--- src/rtl/core_memory_arbiter_if.sv ---
// Bus bundle between the core fetch/load-store ports, the arbiter and the memory port.
// slave = arbiter view, master = core/memory environment view.
interface core_memory_arbiter_if;
    logic        iINST_REQ;
    logic        oINST_LOCK;
    logic [31:0] iINST_ADDR;
    logic        oINST_VALID;
    logic        iINST_BUSY;
    logic        iDATA_REQ;
    logic        oDATA_LOCK;
    logic [1:0]  iDATA_ORDER;
    logic [3:0]  iDATA_MASK;
    logic        iDATA_RW;
    logic [31:0] iDATA_ADDR;
    logic [31:0] iDATA_DATA;
    logic        oDATA_VALID;
    logic [63:0] oRESP_DATA;
    logic        oMEM_REQ;
    logic        iMEM_LOCK;
    logic [1:0]  oMEM_ORDER;
    logic [3:0]  oMEM_MASK;
    logic        oMEM_RW;
    logic [31:0] oMEM_ADDR;
    logic [31:0] oMEM_DATA;
    logic        iMEM_VALID;
    logic        oMEM_BUSY;
    logic [63:0] iMEM_DATA;
    logic        oRESP_ERR;

    modport slave (
        input  iINST_REQ, iINST_ADDR, iINST_BUSY,
        input  iDATA_REQ, iDATA_ORDER, iDATA_MASK, iDATA_RW, iDATA_ADDR, iDATA_DATA,
        input  iMEM_LOCK, iMEM_VALID, iMEM_DATA,
        output oINST_LOCK, oINST_VALID, oDATA_LOCK, oDATA_VALID, oRESP_DATA,
        output oMEM_REQ, oMEM_ORDER, oMEM_MASK, oMEM_RW, oMEM_ADDR, oMEM_DATA,
        output oMEM_BUSY, oRESP_ERR
    );

    modport master (
        output iINST_REQ, iINST_ADDR, iINST_BUSY,
        output iDATA_REQ, iDATA_ORDER, iDATA_MASK, iDATA_RW, iDATA_ADDR, iDATA_DATA,
        output iMEM_LOCK, iMEM_VALID, iMEM_DATA,
        input  oINST_LOCK, oINST_VALID, oDATA_LOCK, oDATA_VALID, oRESP_DATA,
        input  oMEM_REQ, oMEM_ORDER, oMEM_MASK, oMEM_RW, oMEM_ADDR, oMEM_DATA,
        input  oMEM_BUSY, oRESP_ERR
    );
endinterface

--- src/rtl/core_memory_arbiter.sv ---
// Fetch/data arbiter onto one memory port with an in-order read-owner ID FIFO.
// Define CORE_MEM_ARB_ROUND_ROBIN_EN for round-robin grant; default is data-over-fetch priority.
module core_memory_arbiter #(
    parameter int P_PEND_N = 2
) (
    input logic                  iCLOCK,
    input logic                  inRESET,
    core_memory_arbiter_if.slave bus
);
    localparam int   DEPTH   = 1 << P_PEND_N;
    localparam logic ID_INST = 1'b0;
    localparam logic ID_DATA = 1'b1;

    logic [P_PEND_N-1:0] wr_ptr_q, wr_ptr_d, rd_ptr_q, rd_ptr_d;
    logic [P_PEND_N:0]   count_q, count_d;
    logic [DEPTH-1:0]    id_q, id_d;
    logic                resp_err_q, resp_err_d;

    logic fifo_full, fifo_empty, inst_ok, data_ok, grant_inst, grant_data;
    logic accept, push, pop, head_id, inst_busy;
    logic [1:0]  mem_order;
    logic [3:0]  mem_mask;
    logic        mem_rw;
    logic [31:0] mem_addr, mem_data;

`ifdef CORE_MEM_ARB_ROUND_ROBIN_EN
    logic last_inst_q, last_inst_d;
`endif

    always_comb begin
        fifo_full  = (count_q == (P_PEND_N+1)'(DEPTH));
        fifo_empty = (count_q == '0);
        // Reads need a free ID slot; writes never occupy one.
        inst_ok = inRESET & bus.iINST_REQ & ~fifo_full;
        data_ok = inRESET & bus.iDATA_REQ & (~bus.iDATA_RW | ~fifo_full);
`ifdef CORE_MEM_ARB_ROUND_ROBIN_EN
        grant_data = data_ok & (~inst_ok | last_inst_q);
`else
        grant_data = data_ok;
`endif
        grant_inst = inst_ok & ~grant_data;
        accept     = (grant_inst | grant_data) & ~bus.iMEM_LOCK;
        push       = accept & (grant_inst | bus.iDATA_RW);
        head_id    = id_q[rd_ptr_q];
        inst_busy  = inRESET & ~fifo_empty & (head_id == ID_INST) & bus.iINST_BUSY;
        pop        = inRESET & bus.iMEM_VALID & ~fifo_empty & ~inst_busy;
    end

    always_comb begin
        mem_order = '0;
        mem_mask  = '0;
        mem_rw    = 1'b0;
        mem_addr  = '0;
        mem_data  = '0;
        if (grant_data) begin
            mem_order = bus.iDATA_ORDER;
            mem_mask  = bus.iDATA_MASK;
            mem_rw    = bus.iDATA_RW;
            mem_addr  = bus.iDATA_ADDR;
            mem_data  = bus.iDATA_DATA;
        end else if (grant_inst) begin
            mem_order = 2'b10;
            mem_mask  = 4'hF;
            mem_rw    = 1'b1;
            mem_addr  = bus.iINST_ADDR;
        end
    end

    assign bus.oMEM_REQ    = grant_inst | grant_data;
    assign bus.oMEM_ORDER  = mem_order;
    assign bus.oMEM_MASK   = mem_mask;
    assign bus.oMEM_RW     = mem_rw;
    assign bus.oMEM_ADDR   = mem_addr;
    assign bus.oMEM_DATA   = mem_data;
    assign bus.oINST_LOCK  = inRESET & bus.iINST_REQ & (~grant_inst | bus.iMEM_LOCK);
    assign bus.oDATA_LOCK  = inRESET & bus.iDATA_REQ & (~grant_data | bus.iMEM_LOCK);
    assign bus.oMEM_BUSY   = inst_busy;
    assign bus.oINST_VALID = pop & (head_id == ID_INST);
    assign bus.oDATA_VALID = pop & (head_id == ID_DATA);
    assign bus.oRESP_DATA  = bus.iMEM_DATA;
    assign bus.oRESP_ERR   = inRESET & resp_err_q;

    always_comb begin
        wr_ptr_d   = wr_ptr_q;
        rd_ptr_d   = rd_ptr_q;
        count_d    = count_q;
        id_d       = id_q;
        resp_err_d = resp_err_q | (bus.iMEM_VALID & fifo_empty);
        if (push) begin
            id_d[wr_ptr_q] = grant_data;
            wr_ptr_d       = wr_ptr_q + P_PEND_N'(1);
        end
        if (pop) rd_ptr_d = rd_ptr_q + P_PEND_N'(1);
        case ({push, pop})
            2'b10:   count_d = count_q + (P_PEND_N+1)'(1);
            2'b01:   count_d = count_q - (P_PEND_N+1)'(1);
            default: count_d = count_q;
        endcase
    end

`ifdef CORE_MEM_ARB_ROUND_ROBIN_EN
    assign last_inst_d = accept ? grant_inst : last_inst_q;

    // Reset to "fetch went last" so data wins the first contention.
    always_ff @(posedge iCLOCK) begin
        if (!inRESET) last_inst_q <= 1'b1;
        else          last_inst_q <= last_inst_d;
    end
`endif

    always_ff @(posedge iCLOCK) begin
        if (!inRESET) begin
            wr_ptr_q   <= '0;
            rd_ptr_q   <= '0;
            count_q    <= '0;
            id_q       <= '0;
            resp_err_q <= 1'b0;
        end else begin
            wr_ptr_q   <= wr_ptr_d;
            rd_ptr_q   <= rd_ptr_d;
            count_q    <= count_d;
            id_q       <= id_d;
            resp_err_q <= resp_err_d;
        end
    end
endmodule

--- src/flat_wrapper.sv ---
// flat-port wrapper written by rule: the top's interface ports become plain ports
module core_memory_arbiter_flat 
#(
    parameter int P_PEND_N = 2
)
  (iCLOCK, inRESET, bus_iINST_REQ, bus_iINST_ADDR, bus_iINST_BUSY, bus_iDATA_REQ, bus_iDATA_ORDER, bus_iDATA_MASK, bus_iDATA_RW, bus_iDATA_ADDR, bus_iDATA_DATA, bus_iMEM_LOCK, bus_iMEM_VALID, bus_iMEM_DATA, bus_oINST_LOCK, bus_oINST_VALID, bus_oDATA_LOCK, bus_oDATA_VALID, bus_oRESP_DATA, bus_oMEM_REQ, bus_oMEM_ORDER, bus_oMEM_MASK, bus_oMEM_RW, bus_oMEM_ADDR, bus_oMEM_DATA, bus_oMEM_BUSY, bus_oRESP_ERR);
  core_memory_arbiter_if bus_i ();
  input logic iCLOCK;
  input logic inRESET;
  input wire logic [$bits(bus_i.iINST_REQ)-1:0] bus_iINST_REQ;
  input wire logic [$bits(bus_i.iINST_ADDR)-1:0] bus_iINST_ADDR;
  input wire logic [$bits(bus_i.iINST_BUSY)-1:0] bus_iINST_BUSY;
  input wire logic [$bits(bus_i.iDATA_REQ)-1:0] bus_iDATA_REQ;
  input wire logic [$bits(bus_i.iDATA_ORDER)-1:0] bus_iDATA_ORDER;
  input wire logic [$bits(bus_i.iDATA_MASK)-1:0] bus_iDATA_MASK;
  input wire logic [$bits(bus_i.iDATA_RW)-1:0] bus_iDATA_RW;
  input wire logic [$bits(bus_i.iDATA_ADDR)-1:0] bus_iDATA_ADDR;
  input wire logic [$bits(bus_i.iDATA_DATA)-1:0] bus_iDATA_DATA;
  input wire logic [$bits(bus_i.iMEM_LOCK)-1:0] bus_iMEM_LOCK;
  input wire logic [$bits(bus_i.iMEM_VALID)-1:0] bus_iMEM_VALID;
  input wire logic [$bits(bus_i.iMEM_DATA)-1:0] bus_iMEM_DATA;
  output wire logic [$bits(bus_i.oINST_LOCK)-1:0] bus_oINST_LOCK;
  output wire logic [$bits(bus_i.oINST_VALID)-1:0] bus_oINST_VALID;
  output wire logic [$bits(bus_i.oDATA_LOCK)-1:0] bus_oDATA_LOCK;
  output wire logic [$bits(bus_i.oDATA_VALID)-1:0] bus_oDATA_VALID;
  output wire logic [$bits(bus_i.oRESP_DATA)-1:0] bus_oRESP_DATA;
  output wire logic [$bits(bus_i.oMEM_REQ)-1:0] bus_oMEM_REQ;
  output wire logic [$bits(bus_i.oMEM_ORDER)-1:0] bus_oMEM_ORDER;
  output wire logic [$bits(bus_i.oMEM_MASK)-1:0] bus_oMEM_MASK;
  output wire logic [$bits(bus_i.oMEM_RW)-1:0] bus_oMEM_RW;
  output wire logic [$bits(bus_i.oMEM_ADDR)-1:0] bus_oMEM_ADDR;
  output wire logic [$bits(bus_i.oMEM_DATA)-1:0] bus_oMEM_DATA;
  output wire logic [$bits(bus_i.oMEM_BUSY)-1:0] bus_oMEM_BUSY;
  output wire logic [$bits(bus_i.oRESP_ERR)-1:0] bus_oRESP_ERR;
  assign bus_i.iINST_REQ = bus_iINST_REQ;
  assign bus_i.iINST_ADDR = bus_iINST_ADDR;
  assign bus_i.iINST_BUSY = bus_iINST_BUSY;
  assign bus_i.iDATA_REQ = bus_iDATA_REQ;
  assign bus_i.iDATA_ORDER = bus_iDATA_ORDER;
  assign bus_i.iDATA_MASK = bus_iDATA_MASK;
  assign bus_i.iDATA_RW = bus_iDATA_RW;
  assign bus_i.iDATA_ADDR = bus_iDATA_ADDR;
  assign bus_i.iDATA_DATA = bus_iDATA_DATA;
  assign bus_i.iMEM_LOCK = bus_iMEM_LOCK;
  assign bus_i.iMEM_VALID = bus_iMEM_VALID;
  assign bus_i.iMEM_DATA = bus_iMEM_DATA;
  assign bus_oINST_LOCK = bus_i.oINST_LOCK;
  assign bus_oINST_VALID = bus_i.oINST_VALID;
  assign bus_oDATA_LOCK = bus_i.oDATA_LOCK;
  assign bus_oDATA_VALID = bus_i.oDATA_VALID;
  assign bus_oRESP_DATA = bus_i.oRESP_DATA;
  assign bus_oMEM_REQ = bus_i.oMEM_REQ;
  assign bus_oMEM_ORDER = bus_i.oMEM_ORDER;
  assign bus_oMEM_MASK = bus_i.oMEM_MASK;
  assign bus_oMEM_RW = bus_i.oMEM_RW;
  assign bus_oMEM_ADDR = bus_i.oMEM_ADDR;
  assign bus_oMEM_DATA = bus_i.oMEM_DATA;
  assign bus_oMEM_BUSY = bus_i.oMEM_BUSY;
  assign bus_oRESP_ERR = bus_i.oRESP_ERR;
  core_memory_arbiter #(.P_PEND_N(P_PEND_N)) u_core (.iCLOCK(iCLOCK), .inRESET(inRESET), .bus(bus_i));
endmodule
--- config.mk ---
export PLATFORM = sky130hd
export DESIGN_NAME = core_memory_arbiter_flat
export DESIGN_NICKNAME = d
export VERILOG_FILES = /design/src/rtl/core_memory_arbiter_if.sv /design/src/rtl/core_memory_arbiter.sv /design/src/flat_wrapper.sv
export SDC_FILE = /design/constraint.sdc
export NUM_CORES = 1
export LEC_CHECK = 0
export CELL_PAD_IN_SITES_DETAIL_PLACEMENT = 0
export CELL_PAD_IN_SITES_GLOBAL_PLACEMENT = 1
export CORE_MARGIN = 2
export CORE_UTILIZATION = 11
export DETAILED_ROUTE_END_ITERATION = 6
export PLACE_DENSITY = 0.82
export SETUP_SLACK_MARGIN = 0.15
export SYNTH_ARGS = -nofsm -noshare
export SYNTH_HDL_FRONTEND = slang
export SYNTH_SLANG_ARGS = --single-unit
--- constraint.sdc ---
create_clock -name iCLOCK -period 2.4 [get_ports iCLOCK]
set_input_delay 0.48 -clock iCLOCK [delete_from_list [all_inputs] [get_ports iCLOCK]]
set_output_delay 0.48 -clock iCLOCK [all_outputs]
set_load 0.1 [all_outputs]
# [Word level (Yosys, flattened, before mapping)]
# Index checks and enable logic that the tools add are counted.
[totals] output_inout_bits=142 reg_bits=12 input_bits=174 elab_cells=66
[classes] n_bitwise=33 n_reduce_logical=3 magnitude_cmp=3 n_mux=15 n_addsub=4 n_eq_ne=3
[ops] operator="32-bit two-way mux" n=3
[ops] operator="1-bit AND" n=19
[ops] operator="4-bit two-way mux" n=2
[ops] operator="1-bit inverter" n=8
[ops] operator="2-bit by 3-bit less-than comparator with 1-bit output (second input constant)" n=2
[ops] operator="1-bit OR" n=6
[ops] operator="3-bit case mux with 2 select lines" n=1
[ops] operator="2-bit by 1-bit adder with 2-bit output (second input constant)" n=2
[ops] operator="4-bit bitwise mux" n=1
[ops] operator="1-bit two-way mux" n=4
[ops] operator="2-bit two-way mux" n=2
[ops] operator="3-bit by 1-bit adder with 3-bit output (second input constant)" n=1
[ops] operator="3-bit equality test (second input constant)" n=1
[ops] operator="3-bit zero test" n=1
[ops] operator="3-bit by 1-bit subtractor with 3-bit output (second input constant)" n=1
[ops] operator="1-bit binary-select mux with 2-bit select" n=1
[ops] operator="1-bit demux with 2-bit select" n=1
[ops] operator="2-bit by 1-bit equality test with 1-bit output (second input constant)" n=1
[ops] operator="2-bit equality test (second input constant)" n=1
[ops] operator="2-bit by 1-bit greater-or-equal comparator with 1-bit output (second input constant)" n=1
[ops] operator="2-bit nonzero test" n=1
[ops] operator="1-bit logical AND" n=1

# [Longest topological paths before layout]
# Gate-level depths: netlist (run 1).
[logic_depth] word_depth=11 depth_mapped=9 mapped_depth_nobuf=9

# [Least setup slack after synthesis (run 1)]
# No wires, ideal clock.
[synth_path] kind="register to output" from="reg u_core.rd_ptr_q[1]" to="out bus_oMEM_BUSY" n_path_buf=0 slack_ns=-2.188 required_ns=1.920 arrival_ns=4.108 path_stages_with_launch=4 cell_sequence="dfxtp_1 > mux2_2 > mux2_2 > nor4b_1"
[synth_via] elab_chain_cells=5
[synth_rtl] item="from (decl)" line_no="core_memory_arbiter.sv:14" source="logic [P_PEND_N-1:0] wr_ptr_q, wr_ptr_d, rd_ptr_q, rd_ptr_d;"
[synth_rtl] item="from (signal assigned)" line_no="core_memory_arbiter.sv:120" source="rd_ptr_q <= rd_ptr_d;"
[synth_rtl] item="1-bit binary-select mux with 2-bit select" line_no="core_memory_arbiter.sv:44" source="head_id = id_q[rd_ptr_q];"
[synth_rtl] item="1-bit two-way mux (implied by the code)" line_no="core_memory_arbiter.sv:44"
[synth_rtl] item="1-bit inverter" line_no="core_memory_arbiter.sv:45" source="inst_busy = inRESET & ~fifo_empty & (head_id == ID_INST) & bus.iINST_BUSY;"
[synth_rtl] item="1-bit AND (2 in series)" line_no="core_memory_arbiter.sv:45"
[synth_rtl] item="to (decl)" line_no="flat_wrapper.sv:33" source="output wire logic [$bits(bus_i.oMEM_BUSY)-1:0] bus_oMEM_BUSY;"
# Every way passes these cells. The select of a mux whose other input is x is not followed.

# [Worst setup path in the final report (run 1)]
[layout_path] from="reg u_core.count_q[0]" to="out bus_oMEM_ADDR[3]"
[layout_via] elab_chain_cells=8 elab_cells_between_ends=9 cone_classes="1 x eq/ne; 2 x mux; 6 x bitwise"
[layout_rtl] item="from (decl)" line_no="core_memory_arbiter.sv:15" source="logic [P_PEND_N:0] count_q, count_d;"
[layout_rtl] item="from (signal assigned)" line_no="core_memory_arbiter.sv:121" source="count_q <= count_d;"
[layout_rtl] item="3-bit equality test (*)" line_no="core_memory_arbiter.sv:31" source="fifo_full = (count_q == (P_PEND_N+1)'(DEPTH));"
[layout_rtl] item="1-bit inverter (*)" line_no="core_memory_arbiter.sv:34, core_memory_arbiter.sv:35"
[layout_rtl] item="1-bit OR" line_no="core_memory_arbiter.sv:35" source="data_ok = inRESET & bus.iDATA_REQ & (~bus.iDATA_RW | ~fifo_full);"
[layout_rtl] item="1-bit AND" line_no="core_memory_arbiter.sv:35"
[layout_rtl] item="1-bit inverter" line_no="core_memory_arbiter.sv:41" source="grant_inst = inst_ok & ~grant_data;"
[layout_rtl] item="1-bit AND" line_no="core_memory_arbiter.sv:41"
[layout_rtl] item="32-bit two-way mux" line_no="core_memory_arbiter.sv:61" source="end else if (grant_inst) begin"
[layout_rtl] item="32-bit two-way mux (*)" line_no="core_memory_arbiter.sv:55" source="if (grant_data) begin"
[layout_rtl] item="to (decl)" line_no="flat_wrapper.sv:31" source="output wire logic [$bits(bus_i.oMEM_ADDR)-1:0] bus_oMEM_ADDR;"
# Every way passes the cells marked *; elsewhere a longest branch is shown, timed or not.

==> qor.yml, run 1 <==
status: "complete, no violations"
tightest_slew_ns: 0.529
total_power_mw: 1.92
start_kind: "flop"
seqPwrFrac: 0.112
cts_max_level: 1
peakVddDrop_v: 0.000164
hold_buffers: 0
whs_path_depth: 2
maxSlewHeadroom: 0.642
ys_ff_latch: 12
die_height_um: 134
hp-start: "u_core.id_q[0]$_SDFFE_PN0P_"
detail_route.first_pass.iterations: 4
rr_startpoint: "u_core.count_q[0]$_SDFFE_PN0P_"
area_delta_synth_final_pct: 197
gp_congestion: 0.763
cts-buffers-inserted: 3
ant_nets: 0
pwr-share-clk: 0.179
ff2ff_setup_slack_ns: 0.18
die_w_um: 134
insertion_delay_ns: 0.24
synthFlopType: "dfxtp_1"
fin_crit_sh: 0.970
synthTopCellsByArea: "buf_4, a22o_1, dfxtp_1"
r2r_cells: 11
yosys_warnings: 0
whs_ns: 0.462
synth_cells: 237
arrival_ns: 1.85
tritoncts: "built"
clock_sinks: 12
grt_pass1_vias: 2605
viasPerCell: 3.81
port_buffers: 187
final-setup-viol-count: 0
rows: 47
rsz0062_at_grt: "true"
drt_iter0_markers: 49
synth.most_common_cell: "buf_4"
synth_top_area_frac: 0.259
dp.cells: 589
netlist-cell-type-count: 26
path_max_fanout: 8
swShare: 0.441
grt_max_degree: 21
cts_root_buf: "clkbuf_16"
grt_use_total: 0.109
p_leak_nw: 2.28
cp.required_ns: 1.92
drive_above_1_share: 0.565
dpl.hpwl_mm: 7.75
power_density_nw_per_um2: 350
fp.coreArea_sq_um: 16500
synth_edf_count: 0
final_area_sq_um: 5500
r2r_end: "u_core.count_q[2]$_SDFFE_PN0P_"
syn_area_per_cell_sq_um: 7.82
syn_area_sq_um: 1850
p_comb_frac: 0.709
wire_per_inst_um: 17.3
skew_ns: 0.00177
finalHoldViolCount: 0
drc: 0
crit_type: "flop to output pin"
synth-async-reset-ratio: 0
diodes: 0
antenna_found_initial: 1
drt_wl_total_mm: 10.8
post-route-min-period_ns: 2.33
clk_pin_slew_worst_paths_ns: 0.04
layout.nets: 583
synth_commonest_cells: "buf_4, and2_1, a22o_1"
crit_path_end_kind: "output pin"
maxSlewViolCount: 0
grt_pass1_wl_mm: 15.0
fp.dieArea_sq_um: 17900
vias: 2370
io-pin-count: 316
p_switching_mw: 0.849
grt_overflow: 0
synth_area_leader_cell: "buf_4"
fin_cells: 622
dpl-instance-area_sq_um: 4600
initial_core_util: 0.112
fmax_ghz: 0.430
seq_area_frac_synth: 0.130
synthesis.nets: 417
clockBufferDepth: 2
intPower_mw: 1.08
hp-class: "flop to flop"
cap_violations: 0
fill_cells: 1615
hold-path-endpoint: "u_core.id_q[0]$_SDFFE_PN0P_"
stage by stage:
stage	TNS (ns)	utilization	worst slack, ns
after CTS	0	0.322	0.0739
after floorplan	-0.217	-	-0.102
final	0	0.333	0.0731
after detailed placement	-10.74	0.279	-0.286
after global routing	0	0.333	0.0283
after global placement	-10.21	0.279	-0.238
layout make-up:
type                            instances  area (sq um)  share of cell area
Clock buffer                            4          88.8              0.0161
Sequential cell                        12           250              0.0455
Tap cell                              220           275              0.0500
Multi-Input combinational cell        140          1540               0.280
Inverter                                8          30.0             0.00546
Timing Repair Buffer                  238          3320               0.603
kinds of logic (layout without fill, tap and decap cells):
| family | count (synthesis) | in the layout | share of synthesized area |
|---|---|---|---|
| multiplexers | 13 | 13 | 0.0722 |
| AO/OA/AOI/OAI | 53 | 53 | 0.226 |
| flip-flops | 12 | 12 | 0.130 |
| adder cells (fa/ha/maj) | 6 | 6 | 0.0446 |
| XOR/XNOR | 2 | 2 | 0.00945 |
| AND/OR/NAND/NOR | 66 | 66 | 0.208 |
| buffers and inverters | 85 | 250 | 0.311 |
power groups by stage:
stage | Sequential [mW] | Combinational (mW) | Clock [mW]
after floorplan | 0.218 | 1.15 | 0
after global placement | 0.219 | 1.20 | 0
after detailed placement | 0.220 | 1.21 | 0
after CTS | 0.215 | 1.34 | 0.348
after global routing | 0.216 | 1.41 | 0.355
final | 0.215 | 1.37 | 0.344
repair_timing:
| item | in CTS | in global routing |
|---|---|---|
| setup buffers | 14 | 4 |
| pin swaps | 20 | 53 |
| setup endpoints to repair | 77 | 74 |
| gates cloned | 6 | 5 |
| resized for setup | 104 | 12 |
placed cells by master (no fill, tap or decap), drive strengths merged:
cell type,netlist,routed
dfxtp,12,12
a21oi,7,7
nor4b,5,5
o311ai,1,1
and2,34,34
nor3,4,4
clkdlybuf4s50,0,104
inv,8,8
nor2,6,6
nor3b,1,1
buf,72,127
nand2,13,13
dlymetal6s2s,0,1
xor2,2,2
or3,1,1
a21o,7,7
mux2,3,3
o21ai,3,3
fa,1,1
a211oi,3,3
a22o,32,32
nand2b,2,2
mux2i,10,10
clkdlybuf4s15,0,2
clkbuf,5,8
ha,5,5
worst max-delay path by stage:
stage	from	end	slack (ns)	cells past startpoint
global placement	inRESET	bus_oMEM_ADDR[5]	-0.24	6
CTS	bus_iMEM_VALID	u_core.count_q[2]$_SDFFE_PN0P_	0.07	9
global route	u_core.count_q[0]$_SDFFE_PN0P_	bus_oMEM_ADDR[3]	0.03	8
detailed placement	inRESET	u_core.count_q[2]$_SDFFE_PN0P_	-0.29	9
finish	u_core.count_q[0]$_SDFFE_PN0P_	bus_oMEM_ADDR[3]	0.07	8
floorplan	u_core.count_q[0]$_SDFFE_PN0P_	bus_oINST_LOCK	-0.10	5
layer usage:
layer	part of all wire	vias up	track usage	wire, um
li1	-	1084	-	-
met1	0.35	1117	0.118	3810
met2	0.55	134	0.208	5960
met3	0.078	33	0.0310	836
met4	0.016	2	0.0266	168
met5	0.0010	-	0	11
state kept, by name, summed over array words and instances, names as in the netlist:
| name | flops |
|---|---|
| u_core.wr_ptr_q | 2 |
| u_core.id_q | 4 |
| u_core.rd_ptr_q | 2 |
| u_core.count_q | 3 |
| u_core.resp_err_q | 1 |
critical path, stage by stage, from the launching register on:
cell and delay, ns:
dfxtp_4 0.36, nor3b_4 0.23, buf_6 0.14, buf_6 0.10
nor3_4 0.04, buf_6 0.13, buf_12 0.14, a22o_4 0.27
buf_12 0.17
No activity file was read; power rests on OpenSTA's default activity.
==> run 2: changes to the inputs <==
--- a/config.mk
+++ b/config.mk
@@ -10,4 +10,5 @@
 export CORE_MARGIN = 2
 export CORE_UTILIZATION = 11
+export CTS_CLUSTER_DIAMETER = 40
 export DETAILED_ROUTE_END_ITERATION = 6
 export PLACE_DENSITY = 0.82
==> constraint.sdc (replaced) <==
create_clock -name iCLOCK -period 2.4 [get_ports iCLOCK]
set_input_delay 0.72 -clock iCLOCK [delete_from_list [all_inputs] [get_ports iCLOCK]]
set_output_delay 0.72 -clock iCLOCK [all_outputs]
set_load 0.1 [all_outputs]
==> run 2 against run 1 <==
Against the previous run: the run now ends with negative setup slack left; core utilization rose by 2.6 points; register-to-register slack hardly changed; first-iteration DRC count increased by 12%; largest cell class unchanged; power is 4.5% higher; sequential power barely moved; die area stayed put; largest power group unchanged; non-clock buffer count rose by 21; global-route usage up 1.1 points; fmax is 13% lower; setup slack lost 0.36 ns; clock-buffer cell count did not move; combinational power rose by 7%.
==> qor.yml, run 2 (synthesis results as in run 1) <==
cts_max_level: 1
power_density_nw_per_um2: 339
status: "finished, violations left"
tns_ns: -17.22
skew_ns: 0.00294
rsz0062_at_grt: "true"
port_buffers: 187
drt_iter0_markers: 55
clockBufferDepth: 2
layout.nets: 604
initial_core_util: 0.112
grt_overflow: 0
cap_violations: 0
max_stage_delay_ns: 0.23
hp-class: "flop to flop"
fin_util: 0.359
slowest_stage: "a22o_4"
grt_pass1_vias: 2639
start_kind: "input port"
path_max_fanout: 6
crit_path_end_kind: "output pin"
largest_reg_flops: 4
reg.largest.list: "u_core.id_q: 4 flops, u_core.count_q: 3 flops"
antenna_found_initial: 1
die_height_um: 134
top_register: "u_core.id_q"
worstPathCellList: "buf_6 -> buf_12 -> buf_12 -> nand2_8 -> a21oi_4 -> buf_12 -> buf_12 -> buf_16 -> a22o_4 -> buf_12"
detail_route.first_pass.iterations: 4
crit_type: "input port to output pin"
cts-buffers-inserted: 3
arrival_ns: 1.97
maxSlewViolCount: 0
final-setup-viol-count: 77
insertion_delay_ns: 0.24
grt_use_total: 0.120
diodes: 0
grt_pass1_wl_mm: 16.5
total_power_mw: 2.01
fmax_ghz: 0.372
p_leak_nw: 2.44
grt_max_degree: 21
clock_sinks: 12
drive_above_1_share: 0.617
maxSlewHeadroom: 0.744
fp.dieArea_sq_um: 17900
layout_common_cells: "clkdlybuf4s50_1, buf_12, and2_4"
vias: 2454
crit_top_cell: "buf_12"
clk_pin_slew_worst_paths_ns: 0.04
drt_wl_total_mm: 11.7
area_delta_synth_final_pct: 220
rows: 47
violations: "negative setup slack"
fin_crit_sh: 1.12
peakVddDrop_v: 0.000239
cp.required_ns: 1.68
finalHoldViolCount: 0
cts_root_buf: "clkbuf_16"
gp_congestion: 0.861
tightest_slew_ns: 0.378
setup_ws_ns: -0.285
post-route-min-period_ns: 2.69
mostFrequentLayoutCell: "clkdlybuf4s50_1"
die_w_um: 134
ant_nets: 0
tritoncts: "built"
wire_per_inst_um: 18.2
fin_cells: 643
viasPerCell: 3.82
io-pin-count: 316
dp.cells: 597
fp.coreArea_sq_um: 16500
dpl.hpwl_mm: 8.66
drc: 0
[run 2: cell type report]
cell class | instances | area, sq um
inverters | 8 | 30.0
fillers | 1588 | 10600
multi-input cells | 140 | 1670
flip-flops and latches | 12 | 248
clock buffers | 4 | 88.8
well taps | 220 | 275
repair buffers | 259 | 3630
[run 2: final timing paths]
path	startpoint	end	slack, ns	depth (start not counted)
hold reg to reg	u_core.id_q[2]$_SDFFE_PN0P_	u_core.id_q[2]$_SDFFE_PN0P_	0.46	2
hold / removal	u_core.id_q[2]$_SDFFE_PN0P_	u_core.id_q[2]$_SDFFE_PN0P_	0.46	2
setup reg to reg	u_core.count_q[1]$_SDFFE_PN0P_	u_core.count_q[2]$_SDFFE_PN0P_	0.18	12
setup / recovery	inRESET	bus_oMEM_ADDR[25]	-0.29	10
[run 2: critical path, delay by kind of cell]
kind	cells	cell delay [ns]
buffers and inverters	7	0.90
AND/OR/NAND/NOR	1	0.05
AO/OA/AOI/OAI	2	0.27
[run 2: report_power, final]
group	internal [mW]	switching (mW)
clock	0.251	0.0871
combinational	0.680	0.780
sequential	0.206	0.00662
[run 2: timing repair]
item	in CTS	in global routing
buffers inserted	28	4
resized for setup	71	9
hold buffers	0	0
pin swaps	23	22
cloned	9	1
setup endpoints to repair	81	80
[run 2: layer usage]
layer / up-vias / track usage / routed length [um]
met1: 1161 / 0.130 / 4240
li1: 1133 / - / -
met5: - / 0 / 13
met2: 145 / 0.234 / 6370
met3: 13 / 0.0370 / 968
met4: 2 / 0.0154 / 128
[run 2: metrics by stage]
stage	hold WS, ns	cell area (sq um)	setup WS, ns
global route	0.481	5940	-0.314
floorplan	0.434	2530	-0.383
CTS	0.463	5850	-0.309
finish	0.465	5940	-0.285
detailed placement	0.451	5100	-0.646
global placement	0.455	5100	-0.602
